File: src/rtl/uart_pkg.sv
// Shared types and constants for the memory-mapped UART transmitter.
// Latency: none (declarations only).
// Backpressure: none (declarations only).
package uart_pkg;

    typedef enum logic [1:0] {
        IDLE  = 2'd0,
        START = 2'd1,
        DATA  = 2'd2,
        STOP  = 2'd3
    } tx_state_t;

    // Register byte offsets inside the 8-byte window
    localparam logic [2:0] UART_TXDATA_OFS = 3'd0;
    localparam logic [2:0] UART_STATUS_OFS = 3'd4;

    // STATUS register bit positions
    localparam int STAT_BUSY_BIT = 0;
    localparam int STAT_FULL_BIT = 1;
    localparam int STAT_OVRN_BIT = 2;

endpackage

File: src/rtl/sync_fifo.sv
// Synchronous first-word-fall-through FIFO; dout always shows the head entry.
// Latency: a push is visible on dout/empty/count one cycle after its edge.
// Backpressure: push is ignored when full unless a pop happens in the same cycle.
module sync_fifo #(
    parameter int WIDTH = 8,
    parameter int DEPTH = 4
) (
    input  logic                     clk,
    input  logic                     reset,
    input  logic                     push,
    input  logic                     pop,
    input  logic [WIDTH-1:0]         din,
    output logic [WIDTH-1:0]         dout,
    output logic                     full,
    output logic                     empty,
    output logic [$clog2(DEPTH):0]   count
);

    localparam int AW = $clog2(DEPTH);
    localparam int CW = AW + 1;

    logic [WIDTH-1:0] mem [DEPTH];
    logic [AW-1:0]    wr_ptr;
    logic [AW-1:0]    rd_ptr;
    logic             do_push;
    logic             do_pop;

    // A pop frees a slot in the same cycle, so push-while-full is legal then
    assign do_pop  = pop & ~empty;
    assign do_push = push & (~full | do_pop);

    assign dout  = mem[rd_ptr];
    assign full  = (count == CW'(DEPTH));
    assign empty = (count == '0);

    // Pointer and occupancy bookkeeping; pointers wrap modulo DEPTH
    always_ff @(posedge clk) begin
        if (reset) begin
            wr_ptr <= '0;
            rd_ptr <= '0;
            count  <= '0;
        end else begin
            if (do_push) wr_ptr <= wr_ptr + AW'(1);
            if (do_pop)  rd_ptr <= rd_ptr + AW'(1);
            case ({do_push, do_pop})
                2'b10:   count <= count + CW'(1);
                2'b01:   count <= count - CW'(1);
                default: count <= count;
            endcase
        end
    end

    // Storage array; contents need no reset because empty gates every read
    always_ff @(posedge clk) begin
        if (do_push) mem[wr_ptr] <= din;
    end

endmodule

File: src/rtl/mmio_uart_tx.sv
// MMIO UART transmitter: TXDATA stores queue bytes, serialized as 8N1 on TxD.
// Latency: store at edge k pops at edge k+1 when idle; TxD start bit follows.
// Backpressure: stores to a full FIFO are dropped and set sticky overrun.
module mmio_uart_tx
    import uart_pkg::*;
#(
    parameter logic [31:0] BASE_ADDR    = 32'h0000_1000,
    parameter int          CLKS_PER_BIT = 16,
    parameter int          FIFO_DEPTH   = 4
) (
    input  logic        clk,
    input  logic        reset,
    input  logic        MemWrite,
    input  logic [31:0] DataAdr,
    input  logic [31:0] WriteData,
    output logic [31:0] ReadData,
    output logic        Sel,
    output logic        TxD,
    output logic        TxBusy
);

    localparam int          CNT_W     = $clog2(FIFO_DEPTH) + 1;
    localparam logic [15:0] BAUD_LAST = 16'(CLKS_PER_BIT - 1);

    // Address decode
    logic [31:0] adr_word;
    logic [31:0] ofs;
    logic        in_win;
    logic        hit_status;
    logic        wr_txdata;
    logic        wr_status;

    // FIFO interface
    logic             fifo_full;
    logic             fifo_empty;
    logic [7:0]       fifo_dout;
    logic [CNT_W-1:0] fifo_count;
    logic             fsm_pop;

    // Status
    logic overrun;
    logic ovr_set;

    // TX engine
    tx_state_t  state_q, state_d;
    logic [2:0]  bit_q, bit_d;
    logic [15:0] baud_q, baud_d;
    logic [7:0]  shift_q, shift_d;
    logic        txd_q, txd_d;
    logic        baud_end;

    logic unused_bits;
    assign unused_bits = ^{WriteData[31:8], ofs[1:0], fifo_count};

    // Byte lanes are ignored; window covers BASE..BASE+7
    assign adr_word   = {DataAdr[31:2], 2'b00};
    assign ofs        = adr_word - BASE_ADDR;
    assign in_win     = (ofs[31:3] == '0);
    assign hit_status = in_win && ({ofs[2], 2'b00} == UART_STATUS_OFS);
    assign wr_txdata  = MemWrite && in_win && ({ofs[2], 2'b00} == UART_TXDATA_OFS);
    assign wr_status  = MemWrite && hit_status;
    assign Sel        = in_win;

    sync_fifo #(
        .WIDTH (8),
        .DEPTH (FIFO_DEPTH)
    ) u_fifo (
        .clk   (clk),
        .reset (reset),
        .push  (wr_txdata),
        .pop   (fsm_pop),
        .din   (WriteData[7:0]),
        .dout  (fifo_dout),
        .full  (fifo_full),
        .empty (fifo_empty),
        .count (fifo_count)
    );

    // A store is only lost when full and the engine is not draining this cycle
    assign ovr_set = wr_txdata & fifo_full & ~fsm_pop;
    assign TxBusy  = ~fifo_empty | (state_q != IDLE);
    assign TxD     = txd_q;

    // Sticky overrun: a same-cycle set beats a STATUS-write clear
    always_ff @(posedge clk) begin
        if (reset)          overrun <= 1'b0;
        else if (ovr_set)   overrun <= 1'b1;
        else if (wr_status) overrun <= 1'b0;
    end

    // Register read mux; only STATUS returns data
    always_comb begin
        ReadData = '0;
        if (hit_status) begin
            ReadData[STAT_BUSY_BIT] = TxBusy;
            ReadData[STAT_FULL_BIT] = fifo_full;
            ReadData[STAT_OVRN_BIT] = overrun;
        end
    end

    // TX engine state; TxD comes straight from a flop so the line never glitches
    always_ff @(posedge clk) begin
        if (reset) begin
            state_q <= IDLE;
            bit_q   <= '0;
            baud_q  <= '0;
            shift_q <= '0;
            txd_q   <= 1'b1;
        end else begin
            state_q <= state_d;
            bit_q   <= bit_d;
            baud_q  <= baud_d;
            shift_q <= shift_d;
            txd_q   <= txd_d;
        end
    end

    assign baud_end = (baud_q == BAUD_LAST);

    // Next-state logic; txd_d is the line level for the cycle after this edge
    always_comb begin
        state_d = state_q;
        bit_d   = bit_q;
        baud_d  = baud_q;
        shift_d = shift_q;
        txd_d   = txd_q;
        fsm_pop = 1'b0;
        case (state_q)
            IDLE: begin
                txd_d = 1'b1;
                if (!fifo_empty) begin
                    fsm_pop = 1'b1;
                    shift_d = fifo_dout;
                    state_d = START;
                    baud_d  = '0;
                    bit_d   = '0;
                    txd_d   = 1'b0;
                end
            end
            START: begin
                if (baud_end) begin
                    state_d = DATA;
                    baud_d  = '0;
                    bit_d   = '0;
                    txd_d   = shift_q[0];
                end else begin
                    baud_d = baud_q + 16'd1;
                end
            end
            DATA: begin
                if (baud_end) begin
                    baud_d = '0;
                    if (bit_q == 3'd7) begin
                        state_d = STOP;
                        txd_d   = 1'b1;
                    end else begin
                        bit_d   = bit_q + 3'd1;
                        shift_d = shift_q >> 1;
                        txd_d   = shift_q[1];
                    end
                end else begin
                    baud_d = baud_q + 16'd1;
                end
            end
            STOP: begin
                if (baud_end) begin
                    state_d = IDLE;
                    baud_d  = '0;
                    txd_d   = 1'b1;
                end else begin
                    baud_d = baud_q + 16'd1;
                end
            end
            default: begin
                state_d = IDLE;
                txd_d   = 1'b1;
            end
        endcase
    end

endmodule

File: config.mk
export PLATFORM = sky130hd
export DESIGN_NAME = mmio_uart_tx
export DESIGN_NICKNAME = d
export VERILOG_FILES = /design/src/rtl/uart_pkg.sv /design/src/rtl/sync_fifo.sv /design/src/rtl/mmio_uart_tx.sv
export SDC_FILE = /design/constraint.sdc
export NUM_CORES = 1
export LEC_CHECK = 0
export ABC_AREA = 1
export CAP_MARGIN = 10
export CORE_MARGIN = 2
export CORE_UTILIZATION = 49
export DETAILED_ROUTE_END_ITERATION = 10
export GPL_TIMING_DRIVEN = 0
export PLACE_DENSITY_LB_ADDON = 0.12
export SYNTH_ARGS = -nofsm -noshare
export SYNTH_HDL_FRONTEND = slang
export SYNTH_SLANG_ARGS = --single-unit
File: constraint.sdc
create_clock -name clk -period 3.4 [get_ports clk]
set_input_delay 0.68 -clock clk [delete_from_list [all_inputs] [get_ports clk]]
set_output_delay 0.68 -clock clk [all_outputs]
set_load 0.02 [all_outputs]
==> results of run 1 <==
cells by family (layout without fill, tap and decap cells):
| group | Yosys count | after routing | synth area share, % |
|---|---|---|---|
| xor+xnor | 3 | 3 | 0.666 |
| fa+ha+maj | 15 | 15 | 4.94 |
| simple gates | 235 | 235 | 26.7 |
| compound gates | 72 | 72 | 10.9 |
| buf+inv | 96 | 160 | 12.1 |
| flops | 72 | 72 | 44.6 |
| other cells | 1 | 29 | 0.0950 |
tightest hold or removal path: stages (launching register included):
cell and delay, ps:
dfxtp_1 310, nand2_1 50, a31oi_1 60
cell type report:
type / count / area [um2]
Multi-Input combinational cell: 354 / 1840
Clock inverter: 7 / 72.6
Inverter: 57 / 214
Timing Repair Buffer: 48 / 468
Fill cell: 696 / 2900
Tap cell: 102 / 128
Buffer: 39 / 264
Sequential cell: 72 / 1760
Clock buffer: 9 / 124
per-layer routing:
metal	wire [um]	up-vias	track usage (%)
met4	55	0	5.68
li1	-	1751	-
met5	0	-	0
met3	385	7	5.94
met1	3550	1515	23.6
met2	4220	75	36.3
timing repair:
item,4_1_cts,5_1_grt
pin swaps,1,5
endpoints found under the setup margin,4,21
resized for setup,20,7
setup buffers,1,2
hold buffers,0,0
per-stage QoR:
stage               hold WS, ps  setup slack [ps]  utilization (%)  area [um2]
floorplan                   436               342                -        4050
global placement            449              -650             59.6        4630
detailed placement          460              -657             59.6        4630
CTS                         468              4.93             62.2        4830
global route                486              1.35             62.7        4870
finish                      469               182             62.7        4870
final timing paths:
check / end / cells after the start / slack [ps]
setup reg to reg: u_fifo.count[2] / 12 / 1020
hold reg to reg: shift_q[1] / 2 / 470
setup / recovery: ReadData[1] / 12 / 180
hold / removal: shift_q[1] / 2 / 470
report_power, final:
part | total [mW] | leakage [nW] | internal [mW] | switching, mW
clock | 0.667 | 0.0851 | 0.337 | 0.331
combinational | 0.935 | 1.31 | 0.332 | 0.602
sequential | 1.04 | 0.613 | 0.987 | 0.0540
total | 2.64 | 2.01 | 1.66 | 0.987
state kept, by name, summed over array words and instances, names as in the netlist, named ones only:
signal	cells
u_fifo.wr_ptr	2
overrun	1
TxD	1
baud_q	16
u_fifo.rd_ptr	2
bit_q	3
u_fifo.mem	32
u_fifo.count	3
state_q	2
shift_q	8
synthesized netlist by cell type (2+ instances only):
| cell | n |
|---|---|
| buf_2 | 4 |
| inv_1 | 56 |
| a21oi_1 | 21 |
| o21a_1 | 2 |
| edfxtp_1 | 32 |
| nor2_1 | 83 |
| a221oi_1 | 2 |
| buf_4 | 30 |
| nand4_1 | 7 |
| a211oi_1 | 3 |
| nand2_1 | 88 |
| a31oi_1 | 7 |
| ha_1 | 14 |
| o32ai_1 | 7 |
| dfxtp_1 | 40 |
| nor3_1 | 9 |
| nand3_1 | 22 |
| clkbuf_1 | 5 |
| nand3b_1 | 3 |
| nor2_2 | 8 |
| nand2_2 | 4 |
| xor2_1 | 2 |
| o21ai_0 | 26 |
==> reports/summary.txt, run 1 <==
via-per-instance ratio = 4.87
number of global-route vias before repair = 3191
drt initial violations = 152
DRC Markers = 0
post-synthesis sequential area ratio = 44.6%
Primary FF master, synth = dfxtp_1
IO Pins = 102
setup TNS = 0 ps
status = complete, no violations
initial cell density of the core = 50.8%
Sink Count = 72
worst r2r src = state_q[1]
skew final = 15.0 ps
Cell variety after synth = 42
fraction of registers with async set or reset after synthesis = 0%
Routed Antenna Nets = 0
Mapped Cells = 494
CP Class = input port to output port
drt first pass iters = 4
Worst Tran Pin Value = 812 ps
cell family with most CP delay = simple AND/OR/NAND/NOR gates
number of flops mapped to enable cells by yosys = 32
die height = 93.8 um
Finished Layout Cells = 688
Crit. Startpoint = DataAdr[14]
crit-path max FO = 5
Final Cycle Share = 94.6%
RePlAce Congestion = 0.869
clock transition at the registers of the reported paths = 70 ps
Worst-Skew Late Latency = 360 ps
Clock Root Buffer = clkbuf_8
setup violation total in the final timing report = 0
VDD IR max = 271 uV
Yosys top cell area share = 24.3%
site row count = 32
largest net degree at the start of global routing = 14
nets@finish = 663
most frequent cells in the layout = nand2_1, nor2_1, inv_1
Yosys top cell by area = edfxtp_1
Die Width = 93.8 um
Area Overhead vs Synth = 23.4%
LEAKAGE = 2.01 nW
Max Slew Vio Count = 0
Longest Clk Path Bufs = 2
Final min period = 3220 ps
CTS H-tree lvls = 3
die area = 8790 um2
Slew headroom = 45.6%
endpoint class of the critical path = output port
Num CTS Buffers = 9
global route overflow = 0
initial antenna violation count = 0
drt wl/cell = 11.9 um
max cap viols = 0
RSZ-0062 raised after global routing = no
Inst Count DP = 669
diode count = 0
final WL = 8210 um
Tot GR Track Use = 20.3%
hold path start = shift_q[2]
Max stage delay cell, worst path = clkdlybuf4s50_1
PwrDens = 543 nW/um2
HP Class = register to register
CP Launch Type = input port
most common cell after layout, fill and taps aside = nand2_1
top cells by area, synth = edfxtp_1, dfxtp_1, nand2_1, nor2_1, buf_4
# port buffers = 45
WP buf/inv = 2
Core Box Area = 7770 um2
Cell Area, Synth = 3950 um2
vias = 3348
layout cell share with drive strength beyond 1 = 13.5%
CTS tree = yes
Syn Area/Cell = 7.99 um2
fmax = 0.311 GHz
Critical Path RT = 2720 ps
Tot Pwr = 2.64 mW
CP cell instances = clkdlybuf4s50_1, nor2_2, nand2_2, nor2_4, nand3_1, nand2_1, nand3_1, nor2_4, and2_4, nand2_1, nor2_1, buf_4
Synth warnings = 0
first-pass GRT wire length = 13900 um
Post-DP HPWL = 6050 um
Worst path max stage delay = 490 ps
WP data arrival = 2540 ps
final hold viol count = 0
Synth Register Bits = 72
(Power assumes the default switching activity.)
==> run 2: changes to the inputs <==
Settings changed: PLACE_DENSITY set to 0.8, PLACE_DENSITY_LB_ADDON 0.12 to unset.
==> reports/summary.txt, run 2 (same netlist as run 1, synthesis figures left out) <==
status = complete, no violations
initial cell density of the core = 50.8% (unchanged)
met1 capacity usage during global routing = 21.8% (-1.8 points)
Routed Antenna Nets = 0 (unchanged)
setup violation total in the final timing report = 0 (unchanged)
Longest Clk Path Bufs = 2 (unchanged)
Critical Path RT = 2720 ps (about the same)
max reg flops = 32 (unchanged)
initial antenna violation count = 0 (unchanged)
Most Used Layer, Global Route = met2
setup TNS = 0 ps (unchanged)
routing usage on met3 = 6.34% (+0.40 points)
Crit. Startpoint = DataAdr[19]
final hold viol count = 0 (unchanged)
Post-DP Area = 4630 um2 (unchanged)
Sink Count = 72 (unchanged)
Post-Layout Inst Area = 4900 um2 (+0.64%)
CP Launch Type = input port
drt initial violations = 164 (+7.9%)
PwrDens = 538 nW/um2 (-0.92%)
drt first pass iters = 4 (unchanged)
max cap viols = 0 (unchanged)
Tot GR Track Use = 20.4% (+0.095 points)
via-per-instance ratio = 5.00 (+2.7%)
endpoint class of the critical path = output port
most common cell after layout, fill and taps aside = nand2_1
worst r2r src = state_q[0]
clock transition at the registers of the reported paths = 80 ps (about the same)
fmax = 0.304 GHz (-2.1%)
Layout fillers = 665 (-4.5%)
Largest Register = u_fifo.mem
Post-DP HPWL = 6350 um (+5.0%)
DRC Markers = 0 (unchanged)
die area = 8790 um2 (unchanged)
VDD IR max = 340 uV (+25%)
met2 Usage GRT = 38.9% (+2.6 points)
Num CTS Buffers = 9 (unchanged)
global route overflow = 0 (unchanged)
CTS H-tree lvls = 3 (unchanged)
Finished Layout Cells = 690 (+0.29%)
Max Slew Vio Count = 0 (unchanged)
hold path start = shift_q[7]
largest net degree at the start of global routing = 17 (+3)
layout cell share with drive strength beyond 1 = 14.3% (+0.80 points)
cts hold-fix bufs = 0 (unchanged)
Core Box Area = 7770 um2 (unchanged)
RePlAce Congestion = 0.869 (about the same)
Die Width = 93.8 um (unchanged)
Reg area = 1760 um2 (unchanged)
most frequent cells in the layout = nand2_1, nor2_1, inv_1
HP Class = register to register
first-pass GRT wire length = 14100 um (+1.3%)
Regs by FF count = u_fifo.mem (32), baud_q (16), shift_q (8)
footprint of the multi-input gates = 1860 um2 (+0.95%)
Inst Count DP = 669 (unchanged)
final WL = 8560 um (+4.3%)
Clock Root Buffer = clkbuf_8
WP data arrival = 2610 ps (+70 ps)
IO Pins = 102 (unchanged)
drt wl/cell = 12.4 um (+3.9%)
Worst-Skew Late Latency = 360 ps (about the same)
nets@finish = 665 (+0.30%)
site row count = 32 (unchanged)
Slew headroom = 47.5% (+1.9 points)
skew final = 11.9 ps (-3.19 ps)
die height = 93.8 um (unchanged)
Final min period = 3290 ps (+69.8 ps)
Tot Pwr = 2.64 mW (-0.29%)
number of global-route vias before repair = 3314 (+3.9%)
Area Overhead vs Synth = 24.2%
CTS tree = yes
Worst Tran Pin Value = 784 ps (-28.2 ps)
vias = 3448 (+3.0%)
# port buffers = 45 (unchanged)
CP Class = input port to output port
crit-path max FO = 5 (unchanged)
final core occ = 63.1% (+0.40 points)
Final Cycle Share = 96.7% (+2.1 points)
diode count = 0 (unchanged)
LEAKAGE = 2.05 nW (+2.1%)
## run 2: cell count changes in the layout (fill, tap and decap cells not counted), moves of 2 or more
| cell | delta |
|---|---|
| clkdlybuf4s50_1 | -2 |
| dlymetal6s2s_1 | +2 |
| inv_8 | +2 |
| inv_6 | +4 |
| clkinvlp_4 | -4 |
| buf_4 | +2 |
## run 2: metal layers
metal  vias to the layer above  share of wire (%)
li1                       1763                  -
met1                      1607                 41
met2                        71                 54
met3                         7                4.6
met4                         0               0.74
met5                         -                  0
## run 2: cell type report
| class | instances | area share (%) |
|---|---|---|
| clock inverters | 7 | 1.35 |
| flip-flops and latches | 72 | 35.9 |
| repair buffers | 50 | 9.95 |
| well taps | 102 | 2.60 |
| inverters | 57 | 4.36 |
| clock buffers | 9 | 2.53 |
| multi-input cells | 354 | 37.9 |
| plain buffers | 39 | 5.39 |
## run 2: repair_timing
item | in CTS | in global routing
buffers inserted | 1 | 4
resized for setup | 18 | 15
pin swaps | 1 | 5
setup endpoints to repair | 4 | 5
## run 2: final timing paths
check,endpoint,slack [ps],cells after the start
setup / recovery,ReadData[0],110,12
hold / removal,shift_q[7],470,2
setup reg to reg,u_fifo.count[2],950,12
hold reg to reg,shift_q[7],470,2
## run 2: per-stage QoR
stage / setup slack (ps) / hold slack (ps)
final: 112 / 468
after global routing: -37.1 / 490
after CTS: 1.83 / 471
after detailed placement: -723 / 461
after global placement: -686 / 444
after floorplan: 342 / 436
## run 2: worst max-delay path, stage by stage
cell and delay (ps):
clkdlybuf4s50_1 480, nor2_1 210, nand2_1 120, nor2_4 140, nand2_1 70, nand2_1 70, nand4_1 160, nor2_4 180
and2_4 170, nand2_1 70, nor2_1 110, buf_4 150
## run 2: power by group
part	internal, mW	leakage (nW)	switching [mW]
clock	0.286	0.0991	0.370
sequential	0.987	0.613	0.0560
combinational	0.334	1.34	0.602
==> run 3: changes to the inputs <==
Settings changed: CORE_ASPECT_RATIO set to 1.1.
==> reports/summary.txt, run 3 (same netlist as run 1, synthesis figures left out) <==
# port buffers = 45 (unchanged)
most frequent cells in the layout = nand2_1, nor2_1, inv_1
cell-internal power = 1.59 mW (-1.2%)
Post-Layout Inst Area = 4850 um2 (-1.1%)
Post-DP Area = 4640 um2 (+0.16%)
layout cell share with drive strength beyond 1 = 13.7% (-0.59 points)
largest net degree at the start of global routing = 15 (-2)
VDD IR max = 392 uV (+15%)
initial antenna violation count = 0 (unchanged)
Crit path top cell by count = nand2_1
hold slack final = 464 ps (-4.15 ps)
setup ws final = 109 ps (-3.28 ps)
IO Pins = 102 (unchanged)
Reg area = 1760 um2 (unchanged)
drt wl/cell = 11.5 um (-7.6%)
site row count = 34 (+6.3%)
Core Box Area = 7870 um2 (+1.3%)
Routed Antenna Nets = 0 (unchanged)
final hold viol count = 0 (unchanged)
Critical Path RT = 2720 ps (about the same)
most common cell after layout, fill and taps aside = nand2_1
skew final = 10.1 ps (-1.76 ps)
Worst-Skew Late Latency = 350 ps (about the same)
Tot Pwr = 2.58 mW (-2.2%)
Max stage delay cell, worst path = clkdlybuf4s50_1
Sequential Power Share = 40.4% (+0.8 points)
die height = 98.1 um (+4.7%)
Post-DP HPWL = 6020 um (-5.2%)
clock transition at the registers of the reported paths = 80 ps (about the same)
via-per-instance ratio = 4.84 (-3.2%)
Inst Count DP = 675 (+0.90%)
max reg flops = 32 (unchanged)
pre-CTS setup slack = -715 ps (+8.24 ps)
max cap viols = 0 (unchanged)
Tot GR Track Use = 19.1% (-1.3 points)
cts hold-fix bufs = 0 (unchanged)
vias = 3349 (-2.9%)
number of global-route vias before repair = 3207 (-3.2%)
P_sw = 0.989 mW (-3.8%)
Sink Count = 72 (unchanged)
initial cell density of the core = 50.2% (-0.66 points)
Regs by FF count = u_fifo.mem (32), baud_q (16), shift_q (8)
DRC Markers = 0 (unchanged)
crit-path max FO = 4 (-1)
Clock Root Buffer = clkbuf_8
setup violation total in the final timing report = 0 (unchanged)
Max Slew Vio Count = 0 (unchanged)
WP data arrival = 2610 ps (about the same)
endpoint class of the critical path = output port
diode count = 0 (unchanged)
CP cell instances = clkdlybuf4s50_1, nor2_2, nand2_1, nor2_1, nand3_1, nand2_1, nand3_2, nor3_4, and2_4, nand2_1, nor2_1, buf_4
status = complete, no violations
HP Class = register to register
PwrDens = 532 nW/um2 (-1.1%)
Clk network pwr share = 23.4% (-1.5 points)
footprint of the multi-input gates = 1850 um2 (-0.54%)
CP Launch Type = input port
CP Class = input port to output port
LEAKAGE = 2.00 nW (-2.4%)
RePlAce Congestion = 0.904 (+4.0%)
Largest Register = u_fifo.mem
fmax = 0.304 GHz (about the same)
combinational share of power = 36.2% (+0.7 points)
Worst path max stage delay = 520 ps (+40 ps)
Num CTS Buffers = 9 (unchanged)
final WL = 7930 um (-7.3%)
CTS tree = yes
Net Sw Frac = 38.4% (-0.63 points)
Final min period = 3290 ps (+3.28 ps)
CTS H-tree lvls = 3 (unchanged)
Final Cycle Share = 96.8% (about the same)
Longest Clk Path Bufs = 2 (unchanged)
Layout fillers = 705 (+6.0%)
nets@finish = 661 (-0.60%)
drt initial violations = 150 (-8.5%)
setup TNS = 0 ps (unchanged)
Worst Tran Pin Value = 765 ps (-18.9 ps)
Finished Layout Cells = 692 (+0.29%)
global route overflow = 0 (unchanged)
drt first pass iters = 4 (unchanged)
Slew headroom = 48.8% (+1.3 points)
Die Width = 89.6 um (-4.5%)
die area = 8790 um2 (about the same)
first-pass GRT wire length = 13400 um (-5.3%)
Area Overhead vs Synth = 22.8%
final core occ = 61.6% (-1.5 points)
==> run 3: cell count changes in the layout (fill, tap and decap cells not counted), sizes merged <==
| cell | previous run | this run |
|---|---|---|
| buf | 42 | 38 |
| inv | 62 | 58 |
| clkinv | 2 | 4 |
| clkinvlp | 0 | 2 |
| dlygate4sd2 | 0 | 2 |
| dlymetal6s2s | 4 | 2 |
| clkdlybuf4s15 | 1 | 0 |
| clkdlybuf4s50 | 37 | 38 |
==> run 3: what timing repair did <==
| item | CTS | global route |
|---|---|---|
| buffers inserted | 1 | 0 |
| gates resized for setup | 20 | 9 |
| endpoints found under the hold margin | 0 | 0 |
| pin swaps | 4 | 3 |
| endpoints found under the setup margin | 4 | 12 |
==> run 3: power by group through the flow <==
stage	clock network (mW)	registers, mW	logic, mW
after CTS	0.623	1.04	0.926
after detailed placement	0	1.06	0.924
after floorplan	0	1.05	0.663
final	0.604	1.04	0.933
after global placement	0	1.06	0.888
after global routing	0.655	1.05	1.07
==> run 3: final cells by class <==
cell class / count / area share (%)
Inverter: 57 / 4.41
Clock inverter: 7 / 1.11
Buffer: 39 / 5.45
Multi-Input combinational cell: 354 / 38.1
Clock buffer: 9 / 2.56
Tap cell: 108 / 2.79
Timing Repair Buffer: 46 / 9.24
Sequential cell: 72 / 36.3
==> run 3: critical path: cells and delay by family <==
| family | cells | cell delay, ps |
|---|---|---|
| buffers and inverters | 2 | 670 |
| and+or+nand+nor | 10 | 1260 |
==> run 3: path summary, 6_finish.rpt <==
path,from,to,slack [ps],cells after the start
setup / recovery,DataAdr[20],ReadData[1],110,12
hold / removal,overrun,overrun,460,2
hold reg to reg,overrun,overrun,460,2
setup reg to reg,state_q[0],u_fifo.count[2],990,12
==> run 3: layer usage <==
| layer | track usage [%] | up-vias | share of wire, % | routed length [um] |
|---|---|---|---|---|
| li1 | - | 1743 | - | - |
| met1 | 23.2 | 1507 | 44 | 3460 |
| met2 | 32.7 | 87 | 50 | 3980 |
| met3 | 4.65 | 12 | 4.9 | 386 |
| met4 | 6.20 | 0 | 1.2 | 99 |
| met5 | 0 | - | 0 | 0 |
